===== config.mk =====
export PLATFORM = sky130hd
export DESIGN_NAME = cfg_regbank
export DESIGN_NICKNAME = d
export VERILOG_FILES = /design/src/rtl/cfg_pkg.sv /design/src/rtl/cfg_commit_fsm.sv /design/src/rtl/cfg_regbank.sv
export SDC_FILE = /design/constraint.sdc
export NUM_CORES = 1
export LEC_CHECK = 0
export ABC_AREA = 1
export CAP_MARGIN = 20
export CORE_ASPECT_RATIO = 0.5
export CORE_MARGIN = 2
export CORE_UTILIZATION = 35
export DETAILED_ROUTE_END_ITERATION = 10
export PLACE_DENSITY = 0.59
export SETUP_SLACK_MARGIN = 0.15
export SLEW_MARGIN = 20
export SYNTH_ARGS = -nofsm -noshare
export SYNTH_HDL_FRONTEND = slang
export SYNTH_SLANG_ARGS = --single-unit

===== constraint.sdc =====
create_clock -name clk -period 2.3 [get_ports clk]
set_clock_uncertainty 0.1 [all_clocks]
set_input_delay 0.46 -clock clk [delete_from_list [all_inputs] [get_ports clk]]
set_output_delay 0.46 -clock clk [all_outputs]
set_load 0.02 [all_outputs]

===== src/rtl/cfg_pkg.sv =====
// Shared definitions for the configuration register bank: CTRL layout, commit FSM states
// and the CTRL readback packer.
package cfg_pkg;

    localparam int unsigned CTRL_W    = 8;
    localparam int unsigned CTRL_GO   = 0;
    localparam int unsigned CTRL_SAFE = 1;
    localparam int unsigned CTRL_LOCK = 7;

    typedef enum logic [1:0] {
        CS_IDLE  = 2'd0,
        CS_ARMED = 2'd1,
        CS_APPLY = 2'd2
    } cfg_state_t;

    // CTRL register image as seen on readback
    typedef struct packed {
        logic       lock;
        logic [2:0] rsvd_hi;
        logic       tmo_flag;
        logic       pend_any;
        logic       busy;
        logic       rsvd_lo;
    } cfg_ctrl_t;

    function automatic logic [CTRL_W-1:0] ctrl_pack(
        input logic lock,
        input logic tmo_flag,
        input logic pend_any,
        input logic busy
    );
        cfg_ctrl_t c;
        c          = '0;
        c.lock     = lock;
        c.tmo_flag = tmo_flag;
        c.pend_any = pend_any;
        c.busy     = busy;
        return c;
    endfunction

endpackage


===== src/rtl/cfg_commit_fsm.sv =====
// Commit sequencer: immediate or safe-point commit with optional timeout; owns the
// timeout counter and the sticky-until-rearm timeout flag.
module cfg_commit_fsm
    import cfg_pkg::*;
#(
    parameter int unsigned TMO_CYC = 1_000_000
) (
    input  logic clk,
    input  logic rst,
    input  logic go,
    input  logic safe_mode,
    input  logic safe,
    output logic apply,
    output logic busy,
    output logic tmo_flag
);

    localparam int unsigned      CNT_W    = (TMO_CYC == 0) ? 1 : $clog2(TMO_CYC + 1);
    localparam logic [CNT_W-1:0] CNT_LAST = CNT_W'(TMO_CYC - 1);
    localparam logic [CNT_W-1:0] CNT_MAX  = '1;
    localparam logic             TMO_EN   = (TMO_CYC != 0);

    cfg_state_t       r_state;
    cfg_state_t       w_state_nxt;
    logic [CNT_W-1:0] r_cnt;
    logic [CNT_W-1:0] w_cnt_nxt;
    logic             r_tmo;
    logic             w_tmo_nxt;
    logic             r_apply;
    logic             r_busy;
    logic             w_apply_nxt;
    logic             w_busy_nxt;

    // State, counter and registered outputs
    always_ff @(posedge clk) begin
        if (rst) begin
            r_state <= CS_IDLE;
            r_cnt   <= '0;
            r_tmo   <= 1'b0;
            r_apply <= 1'b0;
            r_busy  <= 1'b0;
        end else begin
            r_state <= w_state_nxt;
            r_cnt   <= w_cnt_nxt;
            r_tmo   <= w_tmo_nxt;
            r_apply <= w_apply_nxt;
            r_busy  <= w_busy_nxt;
        end
    end

    // A GO write wins over every other transition and restarts the counter
    always_comb begin
        w_state_nxt = r_state;
        w_cnt_nxt   = '0;
        w_tmo_nxt   = r_tmo;
        if (go) begin
            w_state_nxt = safe_mode ? CS_ARMED : CS_APPLY;
            if (safe_mode) begin
                w_tmo_nxt = 1'b0;
            end
        end else begin
            case (r_state)
                CS_ARMED: begin
                    if (safe) begin
                        w_state_nxt = CS_APPLY;
                    end else if (TMO_EN && (r_cnt == CNT_LAST)) begin
                        w_state_nxt = CS_APPLY;
                        w_tmo_nxt   = 1'b1;
                    end else begin
                        w_cnt_nxt = (r_cnt == CNT_MAX) ? r_cnt : r_cnt + CNT_W'(1);
                    end
                end
                CS_APPLY: w_state_nxt = CS_IDLE;
                default:  w_state_nxt = CS_IDLE;
            endcase
        end
    end

    // Outputs are registered from the next state so they line up with r_state
    always_comb begin
        w_apply_nxt = 1'b0;
        w_busy_nxt  = 1'b0;
        w_apply_nxt = (w_state_nxt == CS_APPLY);
        w_busy_nxt  = (w_state_nxt == CS_ARMED) || (w_state_nxt == CS_APPLY);
    end

    assign apply    = r_apply;
    assign busy     = r_busy;
    assign tmo_flag = r_tmo;

endmodule


===== src/rtl/cfg_regbank.sv =====
// Double-buffered configuration register bank: host writes land in staging registers and a
// commit copies the pending ones to the active set. CTRL readback is built only with CFG_READBACK_EN.
module cfg_regbank
    import cfg_pkg::*;
#(
    parameter int unsigned                  REG_NUM = 8,
    parameter int unsigned                  REG_W   = 8,
    parameter int unsigned                  ADDR_W  = 4,
    parameter logic [REG_NUM*REG_W-1:0]     RST_VAL = '0,
    parameter int unsigned                  TMO_CYC = 1_000_000
) (
    input  logic                     clk,
    input  logic                     rst,
    input  logic                     wr,
    input  logic                     rd,
    input  logic [ADDR_W-1:0]        addr,
    input  logic [REG_W-1:0]         dati,
    output logic [REG_W-1:0]         dato,
    input  logic                     safe,
    output logic [REG_NUM*REG_W-1:0] cfg_act,
    output logic [REG_NUM-1:0]       cfg_upd,
    output logic                     busy
);

    logic [REG_NUM-1:0][REG_W-1:0] r_stg;
    logic [REG_NUM-1:0][REG_W-1:0] r_act;
    logic [REG_NUM-1:0]            r_pend;
    logic [REG_NUM-1:0]            r_upd;
    logic                          r_lock;

    logic [CTRL_W-1:0]             w_ctrl;
    logic                          w_addr_ctrl;
    logic                          w_ctrl_wr;
    logic                          w_go;
    logic [REG_NUM-1:0]            w_dwr;
    logic                          w_apply;
    logic                          w_busy;
    logic                          w_tmo_flag;

    assign w_ctrl      = CTRL_W'(dati);
    assign w_addr_ctrl = (addr == ADDR_W'(REG_NUM));
    assign w_ctrl_wr   = wr && w_addr_ctrl;
    assign w_go        = w_ctrl_wr && w_ctrl[CTRL_GO];

    // One-hot data write enable; dropped entirely while locked
    always_comb begin
        w_dwr = '0;
        for (int i = 0; i < REG_NUM; i++) begin
            w_dwr[i] = wr && !r_lock && (addr == ADDR_W'(i));
        end
    end

    cfg_commit_fsm #(
        .TMO_CYC (TMO_CYC)
    ) u_fsm (
        .clk       (clk),
        .rst       (rst),
        .go        (w_go),
        .safe_mode (w_ctrl[CTRL_SAFE]),
        .safe      (safe),
        .apply     (w_apply),
        .busy      (w_busy),
        .tmo_flag  (w_tmo_flag)
    );

    // Staging/active banks; a write landing in the APPLY cycle stays pending for the next commit
    always_ff @(posedge clk) begin
        if (rst) begin
            r_stg  <= RST_VAL;
            r_act  <= RST_VAL;
            r_pend <= '0;
            r_upd  <= '0;
            r_lock <= 1'b0;
        end else begin
            for (int i = 0; i < REG_NUM; i++) begin
                if (w_dwr[i]) begin
                    r_stg[i] <= dati;
                end
            end
            if (w_apply) begin
                for (int i = 0; i < REG_NUM; i++) begin
                    if (r_pend[i]) begin
                        r_act[i] <= r_stg[i];
                    end
                end
                r_upd  <= r_pend;
                r_pend <= w_dwr;
            end else begin
                r_upd  <= '0;
                r_pend <= r_pend | w_dwr;
            end
            if (w_ctrl_wr && w_ctrl[CTRL_LOCK]) begin
                r_lock <= 1'b1;
            end
        end
    end

    assign cfg_act = r_act;
    assign cfg_upd = r_upd;
    assign busy    = w_busy;

`ifdef CFG_READBACK_EN
    logic [REG_W-1:0] r_dato;
    logic [REG_W-1:0] w_rd_mux;

    always_comb begin
        w_rd_mux = '0;
        if (w_addr_ctrl) begin
            w_rd_mux = REG_W'(ctrl_pack(r_lock, w_tmo_flag, |r_pend, w_busy));
        end
        for (int i = 0; i < REG_NUM; i++) begin
            if (addr == ADDR_W'(i)) begin
                w_rd_mux = r_stg[i];
            end
        end
    end

    // Read data held until the next read strobe
    always_ff @(posedge clk) begin
        if (rst) begin
            r_dato <= '0;
        end else if (rd) begin
            r_dato <= w_rd_mux;
        end
    end

    assign dato = r_dato;
`else
    logic w_unused_rb;

    assign dato        = '0;
    assign w_unused_rb = ^{rd, w_tmo_flag};
`endif

endmodule


# ---- Word level (Yosys, flattened, before mapping)
# Index checks and enable logic that the tools add are counted.
dict set report totals {
  regBits 169
  out_inout_bits 81
  wordCells 71
}
dict set report op_classes {
  bitwise 3
  add_sub_neg 1
  reduce_logical 25
  eq_ne 13
  muxes 6
}
# cell count
set op_table {}
lappend op_table {{$eq 20x20->1 const B} 2}
lappend op_table {{$add 20x1->20 const B} 1}
lappend op_table {{$eq 4x3->1 const B} 4}
lappend op_table {{$reduce_and 2->1} 8}
lappend op_table {{$logic_and 1x1->1} 12}
lappend op_table {{$mux 2} 5}
lappend op_table {{$eq 4x2->1 const B} 2}
lappend op_table {{$mux 8} 1}
lappend op_table {{$or 8x8->8} 1}
lappend op_table {{$reduce_or 5->1} 1}
lappend op_table {{$eq 2x1->1 const B} 2}
lappend op_table {{$eq 4x1->1 const B} 1}
lappend op_table {{$eq 4x4->1 const B} 1}
lappend op_table {{$logic_not 4->1} 1}
lappend op_table {{$eq 2x2->1 const B} 1}
lappend op_table {{$not 1->1} 2}
lappend op_table {{$reduce_or 2->1} 1}
lappend op_table {{$logic_not 1->1} 1}
lappend op_table {{$logic_or 1x1->1} 1}

# ---- Depth between registers and ports, before layout
# Gate-level depths: netlist of the first run.
dict set report logic_depth {
  depth_word 7
  ltp_mapped 11
  ltp_nobuf 11
}

# ---- Cells and area by module
# A second synthesis of the first run with hierarchy kept.
dict set report unflattened {
  hier_cells 979
  area_unflattened_um2 7064.3
}
# mod instances cells_per_inst area_each_um2 seq_area_each_um2
set by_module_without_submodules {}
lappend by_module_without_submodules {cfg_regbank 1 769 5617.9 2902.8}
lappend by_module_without_submodules {cfg_commit_fsm 1 210 1446.4 500.5}

# ---- Least setup slack after synthesis of the first run
# Ideal clock, no wire load.
dict set report synth_timing {
  kind {reg-to-reg}
  startpoint {register u_fsm.r_cnt[0]}
  endpoint {register u_fsm.r_busy, in the netlist u_fsm.busy}
  arrival_time_ns 1.538
  slack_ns 0.595
  period_less_slack_ns 1.705
  setup_time_ns 0.067
  path_stages_with_launch 10
  path_cell_list {dfxtp_1 -> ha_1 -> nand3_1 -> nor2_1 -> nand3_1 -> nand2_1 -> nand2_1 -> nand2_1 -> ha_1 -> nor2_1}
}
dict set report synth_between {
  elab_chain_cells 7
}
# element line
set synth_rtl {}
lappend synth_rtl {{start: declaration} cfg_commit_fsm.sv:25} ;# logic [CNT_W-1:0] r_cnt;
lappend synth_rtl {{start signal: assignment} cfg_commit_fsm.sv:44} ;# r_cnt <= w_cnt_nxt;
lappend synth_rtl {{$eq 20x20->1 (*)} cfg_commit_fsm.sv:66} ;# end else if (TMO_EN && (r_cnt == CNT_LAST)) begin
lappend synth_rtl {{$mux 2 (*)} cfg_commit_fsm.sv:66}
lappend synth_rtl {{$mux 2 (*)} cfg_commit_fsm.sv:64} ;# if (safe) begin
lappend synth_rtl {{$mux 2 (*)} cfg_commit_fsm.sv:62} ;# case (r_state)
lappend synth_rtl {{$mux 2 (*)} cfg_commit_fsm.sv:56} ;# if (go) begin
lappend synth_rtl {{via u_fsm.w_state_nxt[1]} cfg_commit_fsm.sv:24} ;# cfg_state_t w_state_nxt;
lappend synth_rtl {{$eq 2x1->1 or $eq 2x2->1 (tied branches)} cfg_commit_fsm.sv:84} ;# w_busy_nxt = (w_state_nxt == CS_ARMED) || (w_state_nxt == CS_APPLY);
lappend synth_rtl {{$logic_or 1x1->1 (*)} cfg_commit_fsm.sv:84}
lappend synth_rtl {{end signal: assignment} cfg_commit_fsm.sv:47} ;# r_busy <= w_busy_nxt;
lappend synth_rtl {{end: declaration} cfg_commit_fsm.sv:30} ;# logic r_busy;
# Mark *: on every way through the listed nets, which the timed path passes. The rest lies on a longest branch.
# A chain may end at the register's enable or synchronous reset.

# ---- Worst setup path in the final report of the first run
dict set report layout_timing {
  startpoint {register r_act (netlist bit cfg_act[17])}
  endpoint {output port cfg_act[17]}
}
# element line
set layout_lines {}
lappend layout_lines {{start: declaration} cfg_regbank.sv:26} ;# logic [REG_NUM-1:0][REG_W-1:0] r_act;
lappend layout_lines {{start signal: indexed assignment} cfg_regbank.sv:83} ;# r_act[i] <= r_stg[i];
lappend layout_lines {{end: declaration} cfg_regbank.sv:20} ;# output logic [REG_NUM*REG_W-1:0] cfg_act,
# No word-level cell between the ends.

==> flow_summary.toml, run 1 <==
[drt]
drt_iter0_drc = 294
drtPass1Iterations = 4
route.layer.met1.wl_um = 7288
top_layer = "met4"
drc = 0
wl_met3_um = 509
avgViaCountPerCell = 4.571
ant_nets = 0
num_vias = 5252
wl_per_cell_um = 12.96
drt_wl_total_um = 14890
wl_met2_um = 6909

[global_route]
grt_pass1_wl_um = 24490
grt-ovfl-total = 0
grt_usage_pct = 16.14
grt_max_degree = 86
grt_antenna_before_repair = 0
grt_pass1_vias = 4888

[timing]
rsz0062_at_grt = "false"
post-route-period-util_pct = 85.42
fmax_ghz = 0.5090
setup_viol = 0
finalHoldViolations = 0
tightest_slew_ns = 0.5706
period_needed_ns = 1.965
fin_tns_setup_ns = 0
drv_slew = 0
slew_headroom_pct = 61.84
fin_ws_ns = 0.3354

[pwr]
ir_worst_vdd_mv = 0.4623
power_mw = 6.003
power_leakage_nw = 2.985
p_per_area_nw_per_um2 = 746.7

[worst_setup_path]
regToRegSetupSlack_ns = 0.37
r2r_cells = 9
crit_type = "reg2out"
slowest_delay_ns = 0.62
endpoint_kind = "output pin"
crit_family = "buffers and inverters"
cp_num_buf_inv = 1
r2r_end = "u_fsm.busy$_SDFF_PP0_"
critPathMaxFanout = 2
start_kind = "register"
crit_chain = "clkdlybuf4s50_1"
cp_slowest_cell = "clkdlybuf4s50_1"
cp.arrival_ns = 1.40
rr_startpoint = "u_fsm.r_cnt[1]$_SDFFE_PP0P_"
cp.required_ns = 1.74

[clocking]
clk_path_buf_depth = 2
clock_latency_ns = 0.43
cts_sinks = 169
cts_resized = 0
clk_pin_slew_ns = 0.07
postCtsHoldBufs = 0
cts_tree = "yes"
htreeDepth = 4
post_cts.repair.setup_buffers = 0
ctsRootBufferMaster = "clkbuf_16"
numCtsBuffers = 17

[logic_synthesis]
synth_top_family_by_area = "compound AO/OA/AOI/OAI gates"
yosys.area.top_type = "dfxtp_1"
yosysSeqAreaShare_pct = 53.78
synth_compound_gate_area_share_pct = 18.30
ys_async_sr_fraction_pct = 0
synth_ff_type = "dfxtp_1"
synth_area_um2 = 6291
synth-seq-cells = 169
synthXorXnorAreaFrac_pct = 1.531
netlist_instances = 811
syn-mean-instance-area_um2 = 7.757
ys_types = 23
netlist.area_leader.share_pct = 53.78
synth_edf_count = 0
synth_mux_area_share_pct = 0
yosys_warnings = 0
synthTopCellsByArea = "dfxtp_1 (54%), o21ai_0 (9.9%), nor2_1 (8.7%)"
synthSimpleGateAreaFrac_pct = 17.42
synth-adder-area-share_pct = 0.3978

[final_layout]
mostFrequentLayoutCells = "dfxtp_1 (169), nor2_1 (145), o21ai_0 (125), a21oi_1 (105), nand2_1 (93)"
drive_gt1_share_pct = 6.120
final_common_cell = "dfxtp_1"
fin_nets = 921
fin_area_um2 = 8039
instances_no_fill = 1149
n_antenna_cell = 0
area_growth_pct = 27.78

[die]
rows = 34
start_util_pct = 35.98
die_area_um2 = 19130
die_w_um = 193.6
core-area_um2 = 17480
die_y_um = 98.80
num_io_pins = 98

[hold_path]
whs_path_depth = 2
worstHoldEndpoint = "cfg_act[12]$_SDFFE_PP0P_"
hold_class = "reg2reg"
hp-start = "r_stg[12]$_SDFFE_PP0P_"

[placement]
dpl_cell_area_um2 = 7435
io_buffer_count = 88
pre_cts_ws_ns = 0.003539
gp_congestion = 0.8216
post-dp-hpwl_um = 10090
place_inst = 1117

[flow_run]
cap_viol_max_count = 0

[outcome]
status = "complete, no violations"
==> cells by family after synthesis <==
| family | count (synthesis) |
|---|---|
| other | 1 |
| buffers and inverters | 127 |
| and+or+nand+nor | 271 |
| xor gates and xnor gates | 11 |
| DFF | 169 |
| adders and majority gates | 2 |
| AOI/OAI and AO/OA | 230 |
==> registers in the layout, indices dropped and copies added, names as in the netlist <==
| register | cells |
|---|---|
| cfg_act | 64 |
| r_stg | 64 |
| u_fsm.apply | 1 |
| r_lock | 1 |
| u_fsm.busy | 1 |
| r_pend | 8 |
| u_fsm.r_state | 2 |
| u_fsm.r_cnt | 20 |
| cfg_upd | 8 |
==> layer usage <==
metal / GRT usage [%] / vias up
met5: 0 / -
met4: 5.050 / 0
met3: 3.696 / 14
met2: 26.48 / 67
met1: 21.31 / 2393
li1: - / 2778
==> worst max-delay path by stage <==
stage	end	cells past startpoint	start
3_5_place_dp	r_stg[56]$_SDFFE_PP0P_	7	addr[2]
3_3_place_gp	r_stg[57]$_SDFFE_PP0P_	7	addr[2]
6_report	cfg_act[17]	1	cfg_act[17]$_SDFFE_PP0P_
4_1_cts	cfg_act[17]	1	cfg_act[17]$_SDFFE_PP0P_
2_1_floorplan	u_fsm.busy$_SDFF_PP0_	9	u_fsm.r_cnt[0]$_SDFFE_PP0P_
5_1_grt	u_fsm.busy$_SDFF_PP0_	9	u_fsm.r_cnt[1]$_SDFFE_PP0P_
==> stage by stage <==
stage,hold WS [ns],util (%)
4_1_cts,0.3532,45.98
6_report,0.3528,45.98
3_3_place_gp,0.3385,42.52
3_5_place_dp,0.3414,42.52
5_1_grt,0.3712,45.98
2_1_floorplan,0.3297,-
==> where the power goes <==
| group | internal [mW] | switching [mW] |
|---|---|---|
| combinational | 0.0712 | 0.145 |
| clock | 1.46 | 1.36 |
| sequential | 2.95 | 0.00913 |
| total | 4.49 | 1.52 |
==> cell type report <==
| type | count | area [um2] |
|---|---|---|
| Tap cell | 234 | 292.8 |
| Fill cell | 1739 | 9445 |
| Inverter | 87 | 326.6 |
| Timing Repair Buffer | 105 | 1033 |
| Clock buffer | 17 | 425.4 |
| Clock inverter | 15 | 178.9 |
| Sequential cell | 169 | 3383 |
| Multi-Input combinational cell | 522 | 2399 |
==> synth_stat cells (2+ instances only) <==
master	number
a21oi_1	105
ha_1	2
xor2_1	4
nand3_1	24
buf_1	3
nand4_1	4
clkbuf_1	18
buf_4	10
clkinv_1	2
buf_2	8
xnor2_1	7
inv_1	84
o21ai_0	125
dfxtp_1	169
nand2_1	93
nor3_4	2
nor2_1	145
Power figures use the tool's default switching activity.
==> run 2: changes to the inputs <==
--- a/config.mk
+++ b/config.mk
@@ -11,6 +11,7 @@
 export CORE_MARGIN = 2
 export CORE_UTILIZATION = 35
 export DETAILED_ROUTE_END_ITERATION = 10
+export GPL_ROUTABILITY_DRIVEN = 0
 export PLACE_DENSITY = 0.59
 export SETUP_SLACK_MARGIN = 0.15
 export SLEW_MARGIN = 20
==> results of run 2 <==
Same layout as run 1: the final DEF is identical, and so are final timing and power.
==> run 3: changes to the inputs <==
--- a/config.mk
+++ b/config.mk
@@ -7,9 +7,8 @@
 export LEC_CHECK = 0
 export ABC_AREA = 1
 export CAP_MARGIN = 20
-export CORE_ASPECT_RATIO = 0.5
-export CORE_MARGIN = 2
 export CORE_UTILIZATION = 35
+export CTS_BUF_LIST = sky130_fd_sc_hd__clkbuf_8
 export DETAILED_ROUTE_END_ITERATION = 10
 export GPL_ROUTABILITY_DRIVEN = 0
 export PLACE_DENSITY = 0.59
==> flow_summary.toml, run 3 (synthesis results as in run 1) <==
[outcome]
status = "complete, no violations"

[clocking]
htreeDepth = 4
clock_latency_ns = 0.45
cts_sinks = 169
clk_pin_slew_ns = 0.10
cts_resized = 0
ctsRootBufferMaster = "clkbuf_8"
postCtsHoldBufs = 0
numCtsBuffers = 17
cts_tree = "yes"
clk_path_buf_depth = 2
post_cts.repair.setup_buffers = 0

[die]
start_util_pct = 36.12
core-area_um2 = 17420
die_w_um = 136.1
rows = 48
num_io_pins = 98
die_y_um = 136.1
die_area_um2 = 18520

[hold_path]
worstHoldEndpoint = "cfg_act[48]$_SDFFE_PP0P_"
hold_class = "reg2reg"
whs_path_depth = 2
hp-start = "r_stg[48]$_SDFFE_PP0P_"

[drt]
wl_per_cell_um = 12.74
drc = 0
drt_iter0_drc = 286
num_vias = 5212
avgViaCountPerCell = 4.560
ant_nets = 0
drtPass1Iterations = 4
drt_wl_total_um = 14560

[placement]
pre_cts_ws_ns = 0.05571
io_buffer_count = 88
dpl_cell_area_um2 = 7446
place_inst = 1111
post-dp-hpwl_um = 10050

[worst_setup_path]
start_kind = "register"
cp_num_buf_inv = 1
regToRegSetupSlack_ns = 0.44
crit_family = "buffers and inverters"
crit_type = "reg2out"
slowest_delay_ns = 0.63
cp.required_ns = 1.74
r2r_cells = 9
cp.arrival_ns = 1.48
endpoint_kind = "output pin"
cp_slowest_cell = "clkdlybuf4s50_1"
rr_startpoint = "u_fsm.r_cnt[1]$_SDFFE_PP0P_"
critPathMaxFanout = 2
r2r_end = "u_fsm.busy$_SDFF_PP0_"
crit_chain = "clkdlybuf4s50_1"

[global_route]
grt-ovfl-total = 0
grt_antenna_before_repair = 0
grt_max_degree = 61
grt_usage_pct = 16.65
grt_pass1_wl_um = 23670
grt_pass1_vias = 4836

[final_layout]
area_growth_pct = 24.88
fin_area_um2 = 7856
final_common_cell = "dfxtp_1"
instances_no_fill = 1143
n_antenna_cell = 0
mostFrequentLayoutCells = "dfxtp_1 (169), nor2_1 (145), o21ai_0 (125), a21oi_1 (105), nand2_1 (93)"
drive_gt1_share_pct = 6.427
fin_nets = 924
final_util_pct = 45.11

[timing]
finalHoldViolations = 0
fin_tns_setup_ns = 0
fin_ws_ns = 0.2603
tightest_slew_ns = 0.5495
post-route-period-util_pct = 88.68
rsz0062_at_grt = "false"
drv_slew = 0
slew_headroom_pct = 63.25
period_needed_ns = 2.040
setup_viol = 0
hold_ws_ns = 0.3500
fmax_ghz = 0.4903

[pwr]
ir_worst_vdd_mv = 0.4764
power_leakage_nw = 2.923
p_per_area_nw_per_um2 = 676.0
power_mw = 5.311

[flow_run]
cap_viol_max_count = 0
==> run 3: cell count changes in the layout (fill, tap and decap cells not counted) <==
| cell | before | now |
|---|---|---|
| clkbuf_16 | 17 | 0 |
| clkbuf_8 | 0 | 17 |
| inv_6 | 3 | 7 |
| buf_4 | 15 | 18 |
| clkinv_8 | 6 | 3 |
| clkinvlp_4 | 2 | 0 |
| bufinv_16 | 0 | 1 |
| clkinv_2 | 0 | 1 |
| clkinv_4 | 2 | 1 |
==> run 3: report_power, final <==
part / total (mW) / leakage [nW] / switching (mW) / internal [mW]
Combinational: 0.217 / 1.35 / 0.143 / 0.0736
Clock: 2.13 / 0.209 / 1.21 / 0.920
Sequential: 2.96 / 1.36 / 0.00897 / 2.95
==> run 3: layout make-up <==
type | count | area, um2
fillers | 1789 | 9560
flip-flops and latches | 169 | 3383
multi-input cells | 522 | 2399
repair buffers | 108 | 1056
inverters | 87 | 326.6
well taps | 225 | 281.5
clock buffers | 17 | 234.0
clock inverters | 15 | 176.4
==> run 3: worst max-delay path by stage <==
stage               slack [ns]                endpoint  cells after the start                         from
finish                    0.26             cfg_act[52]                      1     cfg_act[52]$_SDFFE_PP0P_
floorplan                 0.60   u_fsm.busy$_SDFF_PP0_                      9  u_fsm.r_cnt[0]$_SDFFE_PP0P_
global placement          0.09   u_fsm.busy$_SDFF_PP0_                     10                      addr[2]
CTS                       0.24             cfg_act[52]                      1     cfg_act[52]$_SDFFE_PP0P_
detailed placement        0.06  r_stg[57]$_SDFFE_PP0P_                      7                      addr[2]
global route              0.20             cfg_act[52]                      1     cfg_act[52]$_SDFFE_PP0P_
==> run 3: per-layer routing <==
layer	part of all wire, %	vias up	GRT usage [%]	wire length, um
li1	-	2785	-	-
met1	48	2310	21.69	7038
met2	44	102	25.41	6356
met3	6.3	15	5.444	921
met4	1.7	0	6.296	244
met5	0	-	0	0
==> run 3: worst reg2reg max path: stages (launching register included) <==
cell and delay [ns]:
dfxtp_1 0.38, ha_1 0.26, nand3_1 0.16, nor2_1 0.16, nand3_1 0.18, nand2_1 0.12
nand2_1 0.07, nand2_1 0.07, ha_1 0.22, nor2_1 0.09
